===== src/rtl/bitserial_exec_ctrl_pkg.sv =====
// cpu_pkg: shared definitions for the bit-serial CPU execution sequencer.
//   - opcode values OP_NOP..OP_OUT (0xA-0xF are undefined)
//   - ALU function encodings (alu_op_e)
//   - sequencer state encoding (state_e)
//   - default datapath width and bit-counter width
package cpu_pkg;

  localparam int WIDTH_DEF = 8;
  localparam int CNT_W_DEF = 3;

  localparam logic [3:0] OP_NOP = 4'h0;
  localparam logic [3:0] OP_ADD = 4'h1;
  localparam logic [3:0] OP_SUB = 4'h2;
  localparam logic [3:0] OP_AND = 4'h3;
  localparam logic [3:0] OP_OR  = 4'h4;
  localparam logic [3:0] OP_XOR = 4'h5;
  localparam logic [3:0] OP_LDI = 4'h6;
  localparam logic [3:0] OP_SHL = 4'h7;
  localparam logic [3:0] OP_SHR = 4'h8;
  localparam logic [3:0] OP_OUT = 4'h9;

  // ADD sits at code 0 so that "don't care" ALU selections (NOP, OUT,
  // undefined opcodes, idle) all present as zero on alu_op.
  typedef enum logic [2:0] {
    ALU_ADD   = 3'd0,
    ALU_SUB   = 3'd1,
    ALU_AND   = 3'd2,
    ALU_OR    = 3'd3,
    ALU_XOR   = 3'd4,
    ALU_PASSB = 3'd5,
    ALU_SHL   = 3'd6,
    ALU_SHR   = 3'd7
  } alu_op_e;

  typedef enum logic [1:0] {
    ST_IDLE  = 2'd0,
    ST_LOAD  = 2'd1,
    ST_SHIFT = 2'd2,
    ST_WB    = 2'd3
  } state_e;

endpackage


===== src/rtl/bitserial_exec_ctrl_decode.sv =====
// exec_decode: combinational opcode decoder for the execution sequencer.
// Ports:
//   opcode     in  4  latched instruction opcode
//   shamt      in  4  latched shift amount (pass count for SHL/SHR)
//   alu_op     out 3  ALU function for the whole instruction
//   passes     out 4  number of WIDTH-cycle serial passes
//   carry_init out 1  initial carry/borrow loaded on the first bit
//   wb_acc     out 1  instruction writes the accumulator
//   wb_out     out 1  instruction latches the accumulator to the output
//   illegal    out 1  opcode is undefined (executed as NOP)
module exec_decode
  import cpu_pkg::*;
(
  input  logic [3:0] opcode,
  input  logic [3:0] shamt,
  output alu_op_e    alu_op,
  output logic [3:0] passes,
  output logic       carry_init,
  output logic       wb_acc,
  output logic       wb_out,
  output logic       illegal
);

  always_comb begin
    alu_op     = ALU_ADD;
    passes     = 4'd0;
    carry_init = 1'b0;
    wb_acc     = 1'b0;
    wb_out     = 1'b0;
    illegal    = 1'b0;
    case (opcode)
      OP_NOP: ;
      OP_ADD: begin alu_op = ALU_ADD;   passes = 4'd1; wb_acc = 1'b1; end
      // Subtraction is a + ~b + 1: the ALU inverts b, the +1 comes from here.
      OP_SUB: begin alu_op = ALU_SUB;   passes = 4'd1; wb_acc = 1'b1; carry_init = 1'b1; end
      OP_AND: begin alu_op = ALU_AND;   passes = 4'd1; wb_acc = 1'b1; end
      OP_OR:  begin alu_op = ALU_OR;    passes = 4'd1; wb_acc = 1'b1; end
      OP_XOR: begin alu_op = ALU_XOR;   passes = 4'd1; wb_acc = 1'b1; end
      OP_LDI: begin alu_op = ALU_PASSB; passes = 4'd1; wb_acc = 1'b1; end
      // One pass per bit position shifted; shamt is deliberately not clamped.
      OP_SHL: begin alu_op = ALU_SHL;   passes = shamt; wb_acc = 1'b1; end
      OP_SHR: begin alu_op = ALU_SHR;   passes = shamt; wb_acc = 1'b1; end
      OP_OUT: begin wb_out = 1'b1; end
      default: begin illegal = 1'b1; end
    endcase
  end

endmodule


===== src/rtl/bitserial_exec_ctrl.sv =====
// bitserial_exec_ctrl: execution sequencer for the 8-bit bit-serial CPU.
// Latches an instruction on a start pulse, then walks LOAD -> SHIFT (passes x
// WIDTH cycles, LSB first) -> WB, driving the serial datapath strobes.
// Ports:
//   clk, rst_n       clock, synchronous active-low reset
//   start            one-cycle pulse, opcode/instr valid
//   opcode, instr    instruction; instr[11:4] immediate, instr[3:0] shamt
//   busy             high in LOAD, SHIFT and WB
//   done             one-cycle pulse in WB
//   op_load          parallel-load the operand shift register
//   operand          latched instr[11:4]
//   shift_en         advance shift registers and ALU carry flop
//   bit_idx          current serial bit (0 = LSB)
//   first_bit        first bit of a pass (ALU loads carry_init)
//   last_bit         last bit of a pass
//   carry_init       initial carry/borrow, valid while busy
//   alu_op           ALU function, valid while busy
//   acc_we, out_we   writeback strobes (WB only)
//   illegal          undefined-opcode pulse alongside done
//   overrun          sticky: start seen while not idle
module bitserial_exec_ctrl
  import cpu_pkg::*;
#(
  parameter int WIDTH = WIDTH_DEF,
  parameter int CNT_W = CNT_W_DEF
) (
  input  logic             clk,
  input  logic             rst_n,
  input  logic             start,
  input  logic [3:0]       opcode,
  input  logic [11:0]      instr,
  output logic             busy,
  output logic             done,
  output logic             op_load,
  output logic [7:0]       operand,
  output logic             shift_en,
  output logic [CNT_W-1:0] bit_idx,
  output logic             first_bit,
  output logic             last_bit,
  output logic             carry_init,
  output logic [2:0]       alu_op,
  output logic             acc_we,
  output logic             out_we,
  output logic             illegal,
  output logic             overrun
);

  localparam logic [CNT_W-1:0] LAST_BIT = CNT_W'(WIDTH - 1);

  state_e           r_state;
  state_e           w_next_state;
  logic [3:0]       r_opcode;
  logic [3:0]       r_shamt;
  logic [7:0]       r_operand;
  logic [CNT_W-1:0] r_bit_cnt;
  logic [3:0]       r_pass_cnt;
  logic             r_overrun;

  alu_op_e          w_alu_op;
  logic [3:0]       w_passes;
  logic             w_carry_init;
  logic             w_wb_acc;
  logic             w_wb_out;
  logic             w_illegal;
  logic             w_last_pass_bit;

  // Decoding the latched copies keeps every control output a function of
  // registered state only; the live opcode/instr inputs may change mid-flight.
  exec_decode u_decode (
    .opcode     (r_opcode),
    .shamt      (r_shamt),
    .alu_op     (w_alu_op),
    .passes     (w_passes),
    .carry_init (w_carry_init),
    .wb_acc     (w_wb_acc),
    .wb_out     (w_wb_out),
    .illegal    (w_illegal)
  );

  // Final bit of the final pass: r_pass_cnt has not yet been decremented.
  assign w_last_pass_bit = (r_bit_cnt == LAST_BIT) && (r_pass_cnt <= 4'd1);

  always_ff @(posedge clk) begin
    if (!rst_n) begin
      r_state <= ST_IDLE;
    end else begin
      r_state <= w_next_state;
    end
  end

  always_comb begin
    w_next_state = r_state;
    case (r_state)
      ST_IDLE:  if (start) w_next_state = ST_LOAD;
      ST_LOAD:  w_next_state = (w_passes != 4'd0) ? ST_SHIFT : ST_WB;
      ST_SHIFT: if (w_last_pass_bit) w_next_state = ST_WB;
      ST_WB:    w_next_state = ST_IDLE;
      default:  w_next_state = ST_IDLE;
    endcase
  end

  // Instruction latch and serial counters.
  always_ff @(posedge clk) begin
    if (!rst_n) begin
      r_opcode   <= 4'd0;
      r_shamt    <= 4'd0;
      r_operand  <= 8'd0;
      r_bit_cnt  <= '0;
      r_pass_cnt <= 4'd0;
    end else begin
      case (r_state)
        ST_IDLE: begin
          r_bit_cnt <= '0;
          if (start) begin
            r_opcode  <= opcode;
            r_operand <= instr[11:4];
            r_shamt   <= instr[3:0];
          end
        end
        ST_LOAD: begin
          r_bit_cnt  <= '0;
          r_pass_cnt <= w_passes;
        end
        ST_SHIFT: begin
          // Passes run back to back: bit_idx wraps straight to 0.
          if (r_bit_cnt == LAST_BIT) begin
            r_bit_cnt  <= '0;
            r_pass_cnt <= r_pass_cnt - 4'd1;
          end else begin
            r_bit_cnt <= r_bit_cnt + 1'b1;
          end
        end
        default: r_bit_cnt <= '0;
      endcase
    end
  end

  // Any start outside IDLE (including the WB cycle) is dropped and flagged.
  always_ff @(posedge clk) begin
    if (!rst_n) begin
      r_overrun <= 1'b0;
    end else if (start && (r_state != ST_IDLE)) begin
      r_overrun <= 1'b1;
    end
  end

  assign busy       = (r_state != ST_IDLE);
  assign done       = (r_state == ST_WB);
  assign op_load    = (r_state == ST_LOAD);
  assign shift_en   = (r_state == ST_SHIFT);
  assign operand    = r_operand;
  assign bit_idx    = r_bit_cnt;
  assign first_bit  = shift_en && (r_bit_cnt == '0);
  assign last_bit   = shift_en && (r_bit_cnt == LAST_BIT);
  // ALU controls are held quiet while idle so nothing downstream sees a
  // stale function from the previous instruction.
  assign carry_init = busy && w_carry_init;
  assign alu_op     = busy ? w_alu_op : 3'd0;
  assign acc_we     = done && w_wb_acc;
  assign out_we     = done && w_wb_out;
  assign illegal    = done && w_illegal;
  assign overrun    = r_overrun;

endmodule


===== config.mk =====
export PLATFORM = sky130hd
export DESIGN_NAME = bitserial_exec_ctrl
export DESIGN_NICKNAME = d
export VERILOG_FILES = /design/src/rtl/bitserial_exec_ctrl_pkg.sv /design/src/rtl/bitserial_exec_ctrl_decode.sv /design/src/rtl/bitserial_exec_ctrl.sv
export SDC_FILE = /design/constraint.sdc
export NUM_CORES = 1
export LEC_CHECK = 0
export ABC_AREA = 1
export BUFFER_PORTS_ARGS = -buffer_cell sky130_fd_sc_hd__buf_4
export CAP_MARGIN = 10
export CORE_UTILIZATION = 30
export DETAILED_ROUTE_END_ITERATION = 16
export HOLD_SLACK_MARGIN = 0.08
export SYNTH_ARGS = -nofsm -noshare
export SYNTH_HDL_FRONTEND = slang
export SYNTH_SLANG_ARGS = --single-unit

===== constraint.sdc =====
create_clock -name clk -period 2 [get_ports clk]
set_input_delay 0.6 -clock clk [delete_from_list [all_inputs] [get_ports clk]]
set_output_delay 0.6 -clock clk [all_outputs]
set_load 0.005 [all_outputs]

==> results.cfg <==
[sta]
hold_viol = 0
skew_ps = 3.51
worst_pin_slew_ps = 295
holdWs_ps = 433
slew_headroom = 0.802
fin_crit_sh = 0.973
slew_violations = 0
fin_tns_setup_ps = 0
worst_slack_ps = 54.3
fmax_mhz = 514
setup_viol = 0
rsz0062_at_grt = false
min_period_ps = 1950

[yosys]
syn_area_um2 = 1320
yosysUniqueCellTypes = 29
ys_seq_area_frac = 0.395
ys_warn_count = 0
syn_avg_cell_area_um2 = 7.32
syn_inst = 180
synth.area.top_cells = dfxtp_1, nor2_1, ha_1
ys_ff_latch = 26
yosys.area.top_type = dfxtp_1
syn_nets = 208
netlist.area_leader.share = 0.395

[route]
via_count = 1249
first_pass_iters = 4
drt_iter0_drc = 92
ant_nets = 0
vias_per_cell = 4.56
drc = 0
wl_per_cell_um = 10.8
routed_wl_um = 2970

[setup_path]
cp_num_buf_inv = 2
max_stage_delay_ps = 370
crit_required_ps = 1400
r2r.worst_path.cells = 6
arrival_ps = 1350
r2r_slack_ps = 390
cp-end-kind = output pin
cp_top_family = flip-flops
cp_cell_sequence = inv_1 > ha_2 > a211oi_1 > buf_4
r2r-start = r_state[0]$_SDFFE_PN0P_
crit_cells = 4
critPathLaunchType = register
r2r_end = r_shamt[0]$_SDFFE_PN0P_
critical_path.max_fanout = 6
endpoint = alu_op[1]
path_class = reg -> out
critPathLaunch = r_state[0]$_SDFFE_PN0P_
cp_slowest_cell = dfxtp_2

[pwr]
pwr-share-clk = 0.157
p_switching_mw = 0.824
p_comb_frac = 0.463
p_total_mw = 2.14
swShare = 0.385
intPower_mw = 1.32
p_leak_nw = 0.824
sequentialPowerShare = 0.381
ir_worst_vdd_mv = 0.527
cellPowerDensity_nw_per_um2 = 1210

[floorplan]
dieArea_um2 = 4660
row_count = 23
ioPinCount = 44
core_area_um2 = 4120
initial_core_util = 0.320
die_x_um = 68.3
die_h_um = 68.3

[global_route]
grt_pass1_wl_um = 4800
gr-usage-all-layers = 0.138
antenna_found_initial = 0
grt_max_degree = 22
grt_pass1_vias = 1066
grt_overflow_total = 0

[finish]
final_area_um2 = 1770
finish.utilization = 0.430
fillCellCount = 450
antenna_cells = 0
layoutNonFillerInstCount = 274
drive_gt1_frac = 0.317
areaGrowthSynthToFinish_pct = 34.4
final_nets = 253

[clocking]
cts-root-buf = clkbuf_8
post_cts_buffers = 0
clk_pin_slew_worst_paths_ps = 90
clockBufferDepth = 2
cts_tree = yes
clock_latency_ps = 270
cts.sinks = 26
cts_buffers = 3
htree_levels = 1

[worst_hold_path]
min_path_type = reg -> reg

[job]
max-cap-violations = 0

[placement]
dpl.cell_count = 270
pre_cts_ws_ps = 268
dp_hpwl_um = 2250
place_congestion = 0.795
port_buffers = 43
place_area_um2 = 1690

[run_status]
status = complete, no violations
cells in the final DEF (no fill, tap or decap), types with 7 or more instances in the layout:
master,count
a21oi_1,14
buf_4,45
dfxtp_1,19
dfxtp_2,7
ha_1,7
inv_1,22
nand2_1,14
nor2_1,37
o21ai_0,20
power groups by stage:
stage          registers, mW  clock network [mW]  logic [mW]
6_report               0.816               0.335       0.991
5_1_grt                0.838               0.370        1.13
4_1_cts                0.806               0.355       0.983
3_5_place_dp           0.814                   0       0.976
3_3_place_gp           0.814                   0       0.973
2_1_floorplan          0.795                   0       0.637
cell usage after synthesis:
cell,number
nand2_4,1
xnor2_1,1
dfxtp_1,26
nor2_1,37
o21ai_1,4
o21ai_0,20
o21bai_1,1
a31oi_1,1
clkbuf_1,3
o21ai_2,1
a21oi_1,14
inv_2,3
xor2_1,1
o211ai_1,1
a21oi_2,3
nand3_2,1
nand2_2,2
clkinv_1,1
a221oi_1,1
nand3_1,4
ha_1,9
buf_6,1
nand2_1,14
buf_1,1
nor3_1,3
nor2_2,2
a211oi_1,1
o21a_1,1
inv_1,22
how the worst min path moves through the flow:
stage / from / cells after the start / slack [ps] / endpoint
floorplan: r_shamt[3]$_SDFFE_PN0P_ / 2 / 440 / r_shamt[3]$_SDFFE_PN0P_
global placement: bit_idx[0]$_SDFF_PP0_ / 1 / 450 / bit_idx[0]$_SDFF_PP0_
detailed placement: bit_idx[0]$_SDFF_PP0_ / 1 / 450 / bit_idx[0]$_SDFF_PP0_
CTS: bit_idx[0]$_SDFF_PP0_ / 1 / 470 / bit_idx[0]$_SDFF_PP0_
global route: bit_idx[0]$_SDFF_PP0_ / 1 / 460 / bit_idx[0]$_SDFF_PP0_
finish: bit_idx[0]$_SDFF_PP0_ / 1 / 430 / bit_idx[0]$_SDFF_PP0_
registers in the layout (all words and copies together) (netlist names):
signal	count
r_shamt	4
bit_idx	3
r_pass_cnt	4
r_opcode	4
overrun	1
r_state	2
operand	8
layout make-up:
cell class                 instances  area [um^2]  share of cell area
inverter                          26         97.6              0.0551
timing repair buffer              45          338               0.191
multi-input combinational        123          688               0.389
sequential                        26          529               0.299
tap                               50         62.6              0.0353
clock buffer                       4         55.1              0.0311
cell families after synthesis:
| group | count (synthesis) | synth area share |
|---|---|---|
| buffers and inverters | 31 | 0.0940 |
| xor gates and xnor gates | 2 | 0.0133 |
| DFF | 26 | 0.395 |
| and+or+nand+nor | 64 | 0.207 |
| AOI/OAI and AO/OA | 48 | 0.205 |
| adders and majority gates | 9 | 0.0855 |
per-layer routing:
metal | share of wire | global-route usage | vias up | wire, um
met5 | 0 | 0 | - | 0
met4 | 0.0044 | 0.0313 | 0 | 13
met3 | 0.079 | 0.0450 | 2 | 236
met2 | 0.45 | 0.228 | 43 | 1340
met1 | 0.46 | 0.171 | 538 | 1380
li1 | - | - | 666 | -
timing repair:
| action | 4_1_cts | 5_1_grt |
|---|---|---|
| endpoints found under the setup margin | 3 | 3 |
| gates resized for setup | 3 | 7 |
| hold buffers | 0 | 0 |
| gates cloned | 0 | 0 |
Power figures use the tool's default switching activity.
